File: src/rtl/fpu_pkg.sv
// Shared COP1 encodings, FPU op selects, controller state and default latencies
// for the FPU issue controller and the instruction decode tables.
package fpu_pkg;

  localparam logic [5:0] OPC_COP1  = 6'h11;

  localparam logic [4:0] FOP_MFC1  = 5'h00;
  localparam logic [4:0] FOP_MTC1  = 5'h04;
  localparam logic [4:0] FOP_ARITH = 5'h10;

  localparam logic [5:0] FN_ADD = 6'h00;
  localparam logic [5:0] FN_SUB = 6'h01;
  localparam logic [5:0] FN_MUL = 6'h02;
  localparam logic [5:0] FN_DIV = 6'h03;
  localparam logic [5:0] FN_MOV = 6'h06;
  localparam logic [5:0] FN_CEQ = 6'h32;
  localparam logic [5:0] FN_CLT = 6'h3C;
  localparam logic [5:0] FN_CLE = 6'h3E;

  localparam logic [2:0] OP_ADD = 3'd0;
  localparam logic [2:0] OP_SUB = 3'd1;
  localparam logic [2:0] OP_MUL = 3'd2;
  localparam logic [2:0] OP_DIV = 3'd3;
  localparam logic [2:0] OP_MOV = 3'd4;
  localparam logic [2:0] OP_CEQ = 3'd5;
  localparam logic [2:0] OP_CLT = 3'd6;
  localparam logic [2:0] OP_CLE = 3'd7;

  localparam int LAT_ADD_DEF = 3;
  localparam int LAT_MUL_DEF = 4;
  localparam int LAT_DIV_DEF = 10;
  localparam int LAT_MOV_DEF = 1;
  localparam int LAT_CMP_DEF = 2;
  localparam int CNT_W_DEF   = 4;

  typedef enum logic [1:0] {
    ST_IDLE = 2'd0,
    ST_EXEC = 2'd1,
    ST_WB   = 2'd2
  } state_t;

  typedef struct packed {
    logic [5:0] opc;
    logic [4:0] fop;
    logic [4:0] ft;
    logic [4:0] fs;
    logic [4:0] fd;
    logic [5:0] fn;
  } inst_t;

  // Compare ops occupy the top of the op_sel space and only ever write a flag.
  function automatic logic is_cmp_op(input logic [2:0] op);
    return (op == OP_CEQ) || (op == OP_CLT) || (op == OP_CLE);
  endfunction

endpackage

File: src/rtl/fpu_lat_decode.sv
// Combinational COP1 decode: legality, FPU op select, writeback latency and
// write-target class for one instruction.
module fpu_lat_decode
  import fpu_pkg::*;
#(
  parameter int LAT_ADD = LAT_ADD_DEF,
  parameter int LAT_MUL = LAT_MUL_DEF,
  parameter int LAT_DIV = LAT_DIV_DEF,
  parameter int LAT_MOV = LAT_MOV_DEF,
  parameter int LAT_CMP = LAT_CMP_DEF,
  parameter int CNT_W   = CNT_W_DEF
) (
  input  logic [5:0]       opc_i,
  input  logic [4:0]       fop_i,
  input  logic [5:0]       fn_i,
  output logic             is_cop1_o,
  output logic             legal_o,
  output logic [2:0]       op_sel_o,
  output logic [CNT_W-1:0] latency_o,
  output logic             is_cmp_o,
  output logic             from_cpu_o,
  output logic             is_mfc1_o
);

  logic arith_legal;

  always_comb begin
    arith_legal = 1'b1;
    op_sel_o    = OP_ADD;
    latency_o   = CNT_W'(LAT_ADD);
    unique case (fn_i)
      FN_ADD: begin op_sel_o = OP_ADD; latency_o = CNT_W'(LAT_ADD); end
      FN_SUB: begin op_sel_o = OP_SUB; latency_o = CNT_W'(LAT_ADD); end
      FN_MUL: begin op_sel_o = OP_MUL; latency_o = CNT_W'(LAT_MUL); end
      FN_DIV: begin op_sel_o = OP_DIV; latency_o = CNT_W'(LAT_DIV); end
      FN_MOV: begin op_sel_o = OP_MOV; latency_o = CNT_W'(LAT_MOV); end
      FN_CEQ: begin op_sel_o = OP_CEQ; latency_o = CNT_W'(LAT_CMP); end
      FN_CLT: begin op_sel_o = OP_CLT; latency_o = CNT_W'(LAT_CMP); end
      FN_CLE: begin op_sel_o = OP_CLE; latency_o = CNT_W'(LAT_CMP); end
      default: arith_legal = 1'b0;
    endcase

    is_cop1_o  = (opc_i == OPC_COP1);
    legal_o    = 1'b0;
    is_cmp_o   = 1'b0;
    from_cpu_o = 1'b0;
    is_mfc1_o  = 1'b0;

    if (fop_i == FOP_MFC1) begin
      legal_o   = 1'b1;
      is_mfc1_o = 1'b1;
      op_sel_o  = OP_MOV;
      latency_o = CNT_W'(LAT_MOV);
    end else if (fop_i == FOP_MTC1) begin
      legal_o    = 1'b1;
      from_cpu_o = 1'b1;
      op_sel_o   = OP_MOV;
      latency_o  = CNT_W'(LAT_MOV);
    end else if (fop_i == FOP_ARITH) begin
      legal_o  = arith_legal;
      is_cmp_o = arith_legal && is_cmp_op(op_sel_o);
    end

    // Non-COP1 words are never legal FPU work.
    if (!is_cop1_o) begin
      legal_o    = 1'b0;
      is_cmp_o   = 1'b0;
      from_cpu_o = 1'b0;
      is_mfc1_o  = 1'b0;
    end
  end

endmodule

File: src/rtl/fpu_issue_ctrl.sv
// Single-issue COP1 sequencer: accepts one instruction, holds operand selects
// for the op latency and emits exactly one register or flag write.
module fpu_issue_ctrl
  import fpu_pkg::*;
#(
  parameter int LAT_ADD = LAT_ADD_DEF,
  parameter int LAT_MUL = LAT_MUL_DEF,
  parameter int LAT_DIV = LAT_DIV_DEF,
  parameter int LAT_MOV = LAT_MOV_DEF,
  parameter int LAT_CMP = LAT_CMP_DEF,
  parameter int CNT_W   = CNT_W_DEF
) (
  input  logic        clk,
  input  logic        rst,
  input  logic        in_valid,
  input  logic [31:0] in_inst,
  input  logic [31:0] in_data,
  output logic        in_ready,
  output logic [2:0]  fpu_op,
  output logic [4:0]  fpu_fs,
  output logic [4:0]  fpu_ft,
  output logic        wb_en,
  output logic [4:0]  wb_fd,
  output logic        wb_from_cpu,
  output logic [31:0] wb_data,
  output logic        flag_en,
  output logic [2:0]  flag_idx,
  output logic        mfc1_valid,
  output logic        illegal
);

  inst_t            inst;
  logic             dec_cop1;
  logic             dec_legal;
  logic [2:0]       dec_op;
  logic [CNT_W-1:0] dec_lat;
  logic             dec_cmp;
  logic             dec_from_cpu;
  logic             dec_mfc1;
  logic             accept;
  logic [CNT_W-1:0] cnt_d;

  state_t           state_q;
  logic [CNT_W-1:0] cnt_q;
  logic             in_ready_q;
  logic [2:0]       op_q;
  logic [4:0]       fs_q;
  logic [4:0]       ft_q;
  logic [4:0]       fd_q;
  logic             is_cmp_q;
  logic             from_cpu_q;
  logic [31:0]      data_q;
  logic             wb_en_q;
  logic             flag_en_q;
  logic             mfc1_valid_q;
  logic             illegal_q;

  assign inst = inst_t'(in_inst);

  fpu_lat_decode #(
    .LAT_ADD (LAT_ADD),
    .LAT_MUL (LAT_MUL),
    .LAT_DIV (LAT_DIV),
    .LAT_MOV (LAT_MOV),
    .LAT_CMP (LAT_CMP),
    .CNT_W   (CNT_W)
  ) u_dec (
    .opc_i      (inst.opc),
    .fop_i      (inst.fop),
    .fn_i       (inst.fn),
    .is_cop1_o  (dec_cop1),
    .legal_o    (dec_legal),
    .op_sel_o   (dec_op),
    .latency_o  (dec_lat),
    .is_cmp_o   (dec_cmp),
    .from_cpu_o (dec_from_cpu),
    .is_mfc1_o  (dec_mfc1)
  );

  // in_ready_q is only ever high in IDLE, so it alone qualifies the accept.
  assign accept = in_valid && in_ready_q;

  // EXEC spends LAT-2 cycles counting plus the cycle that sees zero.
  assign cnt_d = dec_lat - CNT_W'(2);

  always_ff @(posedge clk) begin
    if (rst) begin
      state_q      <= ST_IDLE;
      cnt_q        <= '0;
      in_ready_q   <= 1'b1;
      op_q         <= '0;
      fs_q         <= '0;
      ft_q         <= '0;
      fd_q         <= '0;
      is_cmp_q     <= 1'b0;
      from_cpu_q   <= 1'b0;
      data_q       <= '0;
      wb_en_q      <= 1'b0;
      flag_en_q    <= 1'b0;
      mfc1_valid_q <= 1'b0;
      illegal_q    <= 1'b0;
    end else begin
      wb_en_q      <= 1'b0;
      flag_en_q    <= 1'b0;
      mfc1_valid_q <= 1'b0;
      illegal_q    <= 1'b0;

      unique case (state_q)
        ST_IDLE: begin
          if (accept && dec_cop1) begin
            if (!dec_legal) begin
              illegal_q <= 1'b1;
            end else begin
              op_q       <= dec_op;
              fs_q       <= inst.fs;
              ft_q       <= inst.ft;
              fd_q       <= inst.fd;
              is_cmp_q   <= dec_cmp;
              from_cpu_q <= dec_from_cpu;
              data_q     <= in_data;
              if (dec_mfc1) begin
                mfc1_valid_q <= 1'b1;
              end else if (dec_lat <= CNT_W'(1)) begin
                state_q    <= ST_WB;
                in_ready_q <= 1'b0;
                wb_en_q    <= !dec_cmp;
                flag_en_q  <= dec_cmp;
              end else begin
                state_q    <= ST_EXEC;
                in_ready_q <= 1'b0;
                cnt_q      <= cnt_d;
              end
            end
          end
        end

        ST_EXEC: begin
          if (cnt_q == '0) begin
            state_q   <= ST_WB;
            wb_en_q   <= !is_cmp_q;
            flag_en_q <= is_cmp_q;
          end else begin
            cnt_q <= cnt_q - CNT_W'(1);
          end
        end

        ST_WB: begin
          state_q    <= ST_IDLE;
          in_ready_q <= 1'b1;
        end

        default: begin
          state_q    <= ST_IDLE;
          in_ready_q <= 1'b1;
        end
      endcase
    end
  end

  assign in_ready    = in_ready_q;
  assign fpu_op      = op_q;
  assign fpu_fs      = fs_q;
  assign fpu_ft      = ft_q;
  assign wb_en       = wb_en_q;
  assign wb_fd       = fd_q;
  assign wb_from_cpu = from_cpu_q;
  assign wb_data     = data_q;
  assign flag_en     = flag_en_q;
  assign flag_idx    = fd_q[4:2];
  assign mfc1_valid  = mfc1_valid_q;
  assign illegal     = illegal_q;

endmodule

File: config.mk
export PLATFORM = sky130hd
export DESIGN_NAME = fpu_issue_ctrl
export DESIGN_NICKNAME = d
export VERILOG_FILES = /design/src/rtl/fpu_pkg.sv /design/src/rtl/fpu_lat_decode.sv /design/src/rtl/fpu_issue_ctrl.sv
export SDC_FILE = /design/constraint.sdc
export NUM_CORES = 1
export LEC_CHECK = 0
export ABC_AREA = 0
export CORE_MARGIN = 1.5
export CORE_UTILIZATION = 44
export CTS_CLUSTER_DIAMETER = 200
export DETAILED_ROUTE_END_ITERATION = 12
export PLACE_DENSITY = 0.92
export SETUP_SLACK_MARGIN = 0.4
export SYNTH_ARGS = -nofsm -noshare
export SYNTH_HDL_FRONTEND = slang
export SYNTH_HIERARCHICAL = 1
export SYNTH_SLANG_ARGS = --single-unit
File: constraint.sdc
create_clock -name clk -period 5.6 [get_ports clk]
set_input_delay 1.12 -clock clk [delete_from_list [all_inputs] [get_ports clk]]
set_output_delay 1.12 -clock clk [all_outputs]
set_load 0.1 [all_outputs]
==> results.py <==
metrics = {
    "placed_design": {
        "place_hpwl_um": 5130,
        "portBuffers": 125,
        "gp_congestion": 0.893,
        "dp_slack_ns": 1.84,
    },
    "logic_synthesis": {
        "synthTopCellsByArea": "dfxtp_1 (46%), nand2_1 (15%), a21oi_1 (9.9%)",
        "yosysMostFrequentCell": "nand2_1",
        "synth_edf_count": 0,
        "ys_types": 48,
        "synth_flop_cell": "dfxtp_1",
        "syn_inst": 341,
        "synth_common_cells": "nand2_1 (109), dfxtp_1 (63), a21oi_1 (54)",
        "yosysTopAreaCell": "dfxtp_1",
        "yosys_warnings": 6,
        "synth_top_cell_area_share_pct": 46.1,
        "ys_ff_latch": 63,
        "syn-num-nets": 410,
        "synth_area_per_cell_um2": 8.02,
        "async_flop_share_pct": 0,
        "synth_area_um2": 2740,
        "yosysSeqAreaShare_pct": 46.1,
    },
    "floorplan": {
        "initial_utilization_pct": 45.9,
        "io_pins": 126,
        "die_w_um": 81.9,
        "fp.dieH_um": 81.9,
        "core_um2": 5960,
        "die_area_um2": 6700,
        "rows": 28,
    },
    "power": {
        "netSwitchingPower_uw": 194,
        "power.density_nw_per_um2": 214,
        "internal-power_uw": 698,
        "ir_drop_mv": 0.132,
        "swShare_pct": 21.7,
        "p_leak_nw": 1.42,
        "sequentialPowerShare_pct": 50.2,
        "clkPwrFrac_pct": 41.8,
        "p_comb_share_pct": 8.0,
    },
    "sta": {
        "slew_viol_final": 0,
        "max_freq_mhz": 291,
        "setup_viol": 0,
        "maxSlewHeadroom_pct": 23.1,
        "finalHoldViolations": 0,
        "final.setup_skew_ns": 0.00960,
        "timing.final.ws_setup_ns": 2.16,
        "rsz0062_at_grt": "false",
        "setup_tns_ns": 0,
        "fin_crit_sh_pct": 61.4,
        "tightestPinTransition_ns": 1.15,
        "fin_crit_ns": 3.44,
    },
    "route": {
        "wl_per_cell_um": 13.2,
        "vias": 2737,
        "wirelength_um": 7090,
        "first_iter_violations": 100,
        "drcViolationCount": 0,
        "via_per_inst": 5.09,
        "postRouteAntennaNets": 0,
        "drt-pass1-iter-count": 5,
    },
    "cts": {
        "cts_tree": "yes",
        "cts_max_level": 3,
        "path_clk_slew_ns": 0.07,
        "root_buffer": "clkbuf_8",
        "clock_sinks": 63,
        "cts_setup_buffers": 0,
        "cts_resized": 0,
        "clk-insertion-delay-late_ns": 0.33,
        "hold_buffers": 0,
        "cts_buffers": 9,
        "cts_buffer_depth": 2,
    },
    "worst_setup_path": {
        "critPathCaptureType": "flop",
        "required_ns": 5.83,
        "cp.arrival_ns": 3.67,
        "r2r_end": "cnt_q[1]",
        "start_kind": "input port",
        "ff2ff_setup_slack_ns": 3.77,
        "reg2reg_depth": 6,
        "crit_fanout": 6,
        "r2r_start": "cnt_q[0]",
        "crit_type": "in -> reg",
    },
    "global_routing": {
        "grt_pass1_vias": 2482,
        "grt_usage_pct": 21.2,
        "grt_max_degree": 64,
        "antenna_found_initial": 0,
        "grt_overflow_total": 0,
        "grt_first_pass_wirelength_um": 10900,
    },
    "finish": {
        "register_area_um2": 1260,
        "multiInputGateArea_um2": 1310,
        "fillers": 484,
        "area_growth_syn_to_layout_pct": 52.1,
        "nets": 527,
        "n_antenna_cell": 0,
        "drive_gt1_share_pct": 7.34,
    },
    "min_path": {
        "min_path_type": "reg -> reg",
        "hold_start": "wb_data[30]",
        "holdPathStages": 2,
        "hold_path_end": "wb_data[30]",
    },
    "run_status": {
        "outcome": "complete, no violations",
    },
    "flow_run": {
        "maxCapViolCount": 0,
    },
}
## registers in the layout, summed over array words and instances (netlist names)
register	count
cnt_q	4
wb_fd	5
fpu_ft	5
wb_en	1
is_cmp_q	1
wb_from_cpu	1
in_ready	1
fpu_op	3
mfc1_valid	1
illegal	1
flag_en	1
state_q	2
fpu_fs	5
wb_data	32
## power groups by stage
stage / registers, mW / clock network [mW] / logic (mW)
after global routing: 0.448 / 0.404 / 0.0766
after global placement: 0.458 / 0 / 0.0700
after CTS: 0.448 / 0.382 / 0.0713
after floorplan: 0.458 / 0 / 0.0192
final: 0.448 / 0.373 / 0.0714
after detailed placement: 0.458 / 0 / 0.0708
## how the worst max path moves through the flow
stage / from / endpoint / slack (ns) / cells after the start
final: in_inst[29] / cnt_q[2] / 2.16 / 10
after global routing: in_inst[29] / cnt_q[2] / 1.98 / 10
after CTS: in_inst[29] / cnt_q[2] / 2.17 / 10
after detailed placement: in_inst[29] / cnt_q[2] / 1.84 / 10
after global placement: in_inst[29] / cnt_q[3] / 1.97 / 10
after floorplan: in_inst[29] / cnt_q[2] / 2.55 / 9
## kinds of logic after synthesis
kind of cell	count (synthesis)	synth area share [%]
xor+xnor	1	0.320
simple gates	169	29.9
mux	2	0.914
compound gates	73	15.7
buf+inv	31	6.17
fa+ha+maj	2	0.914
flops	63	46.1
## per-stage QoR
| stage | hold WS [ns] | util [%] | area, um2 | cells | power (mW) |
|---|---|---|---|---|---|
| floorplan | 0.444 | - | 2740 | 341 | 0.477 |
| global placement | 0.441 | 66.7 | 3970 | 522 | 0.528 |
| detailed placement | 0.447 | 66.7 | 3970 | 522 | 0.529 |
| CTS | 0.456 | 69.9 | 4160 | 538 | 0.901 |
| global route | 0.471 | 69.9 | 4160 | 538 | 0.928 |
| finish | 0.452 | 69.9 | 4160 | 538 | 0.892 |
## layout make-up
type,count,area share (%)
clock buffer,10,3.07
clock inverter,6,1.47
inverter,8,0.722
multi-input combinational,247,31.5
sequential,63,30.3
tap,75,2.25
timing repair buffer,129,30.7
## cells in the final DEF (no fill, tap or decap), types with 2 or more instances in the layout
cell / Yosys / routed
a211oi_1: 4 / 4
a211oi_2: 2 / 2
a21oi_1: 54 / 54
a31oi_1: 2 / 2
and2_1: 2 / 2
and3_1: 3 / 3
buf_4: 8 / 4
clkbuf_8: 0 / 9
clkdlybuf4s50_1: 0 / 124
clkinv_2: 0 / 3
dfxtp_1: 63 / 63
ha_1: 2 / 2
inv_1: 7 / 7
nand2_1: 109 / 109
nand2b_1: 5 / 5
nand3_1: 4 / 4
nand3b_1: 5 / 5
nor2_1: 14 / 14
nor3_1: 7 / 7
nor4_1: 3 / 3
nor4_2: 2 / 2
o21ai_0: 2 / 2
o21ai_1: 2 / 2
or3_1: 2 / 2
## critical path, cell delays in order
cell	delay, ns
clkdlybuf4s50_1	0.41
nor4b_2	0.26
nand3b_1	0.14
inv_1	0.18
nand2_1	0.07
a31oi_1	0.37
or3b_4	0.46
nor3b_4	0.30
nor2_1	0.12
o32ai_2	0.22
## layer usage
metal	part of all wire, %	GRT usage [%]	vias to the layer above
met4	1.4	8.98	0
met5	0	0	-
met1	40	23.8	1247
met3	8.5	7.44	9
met2	50	36.4	104
li1	-	-	1377
No activity file was read; power rests on OpenSTA's default activity.
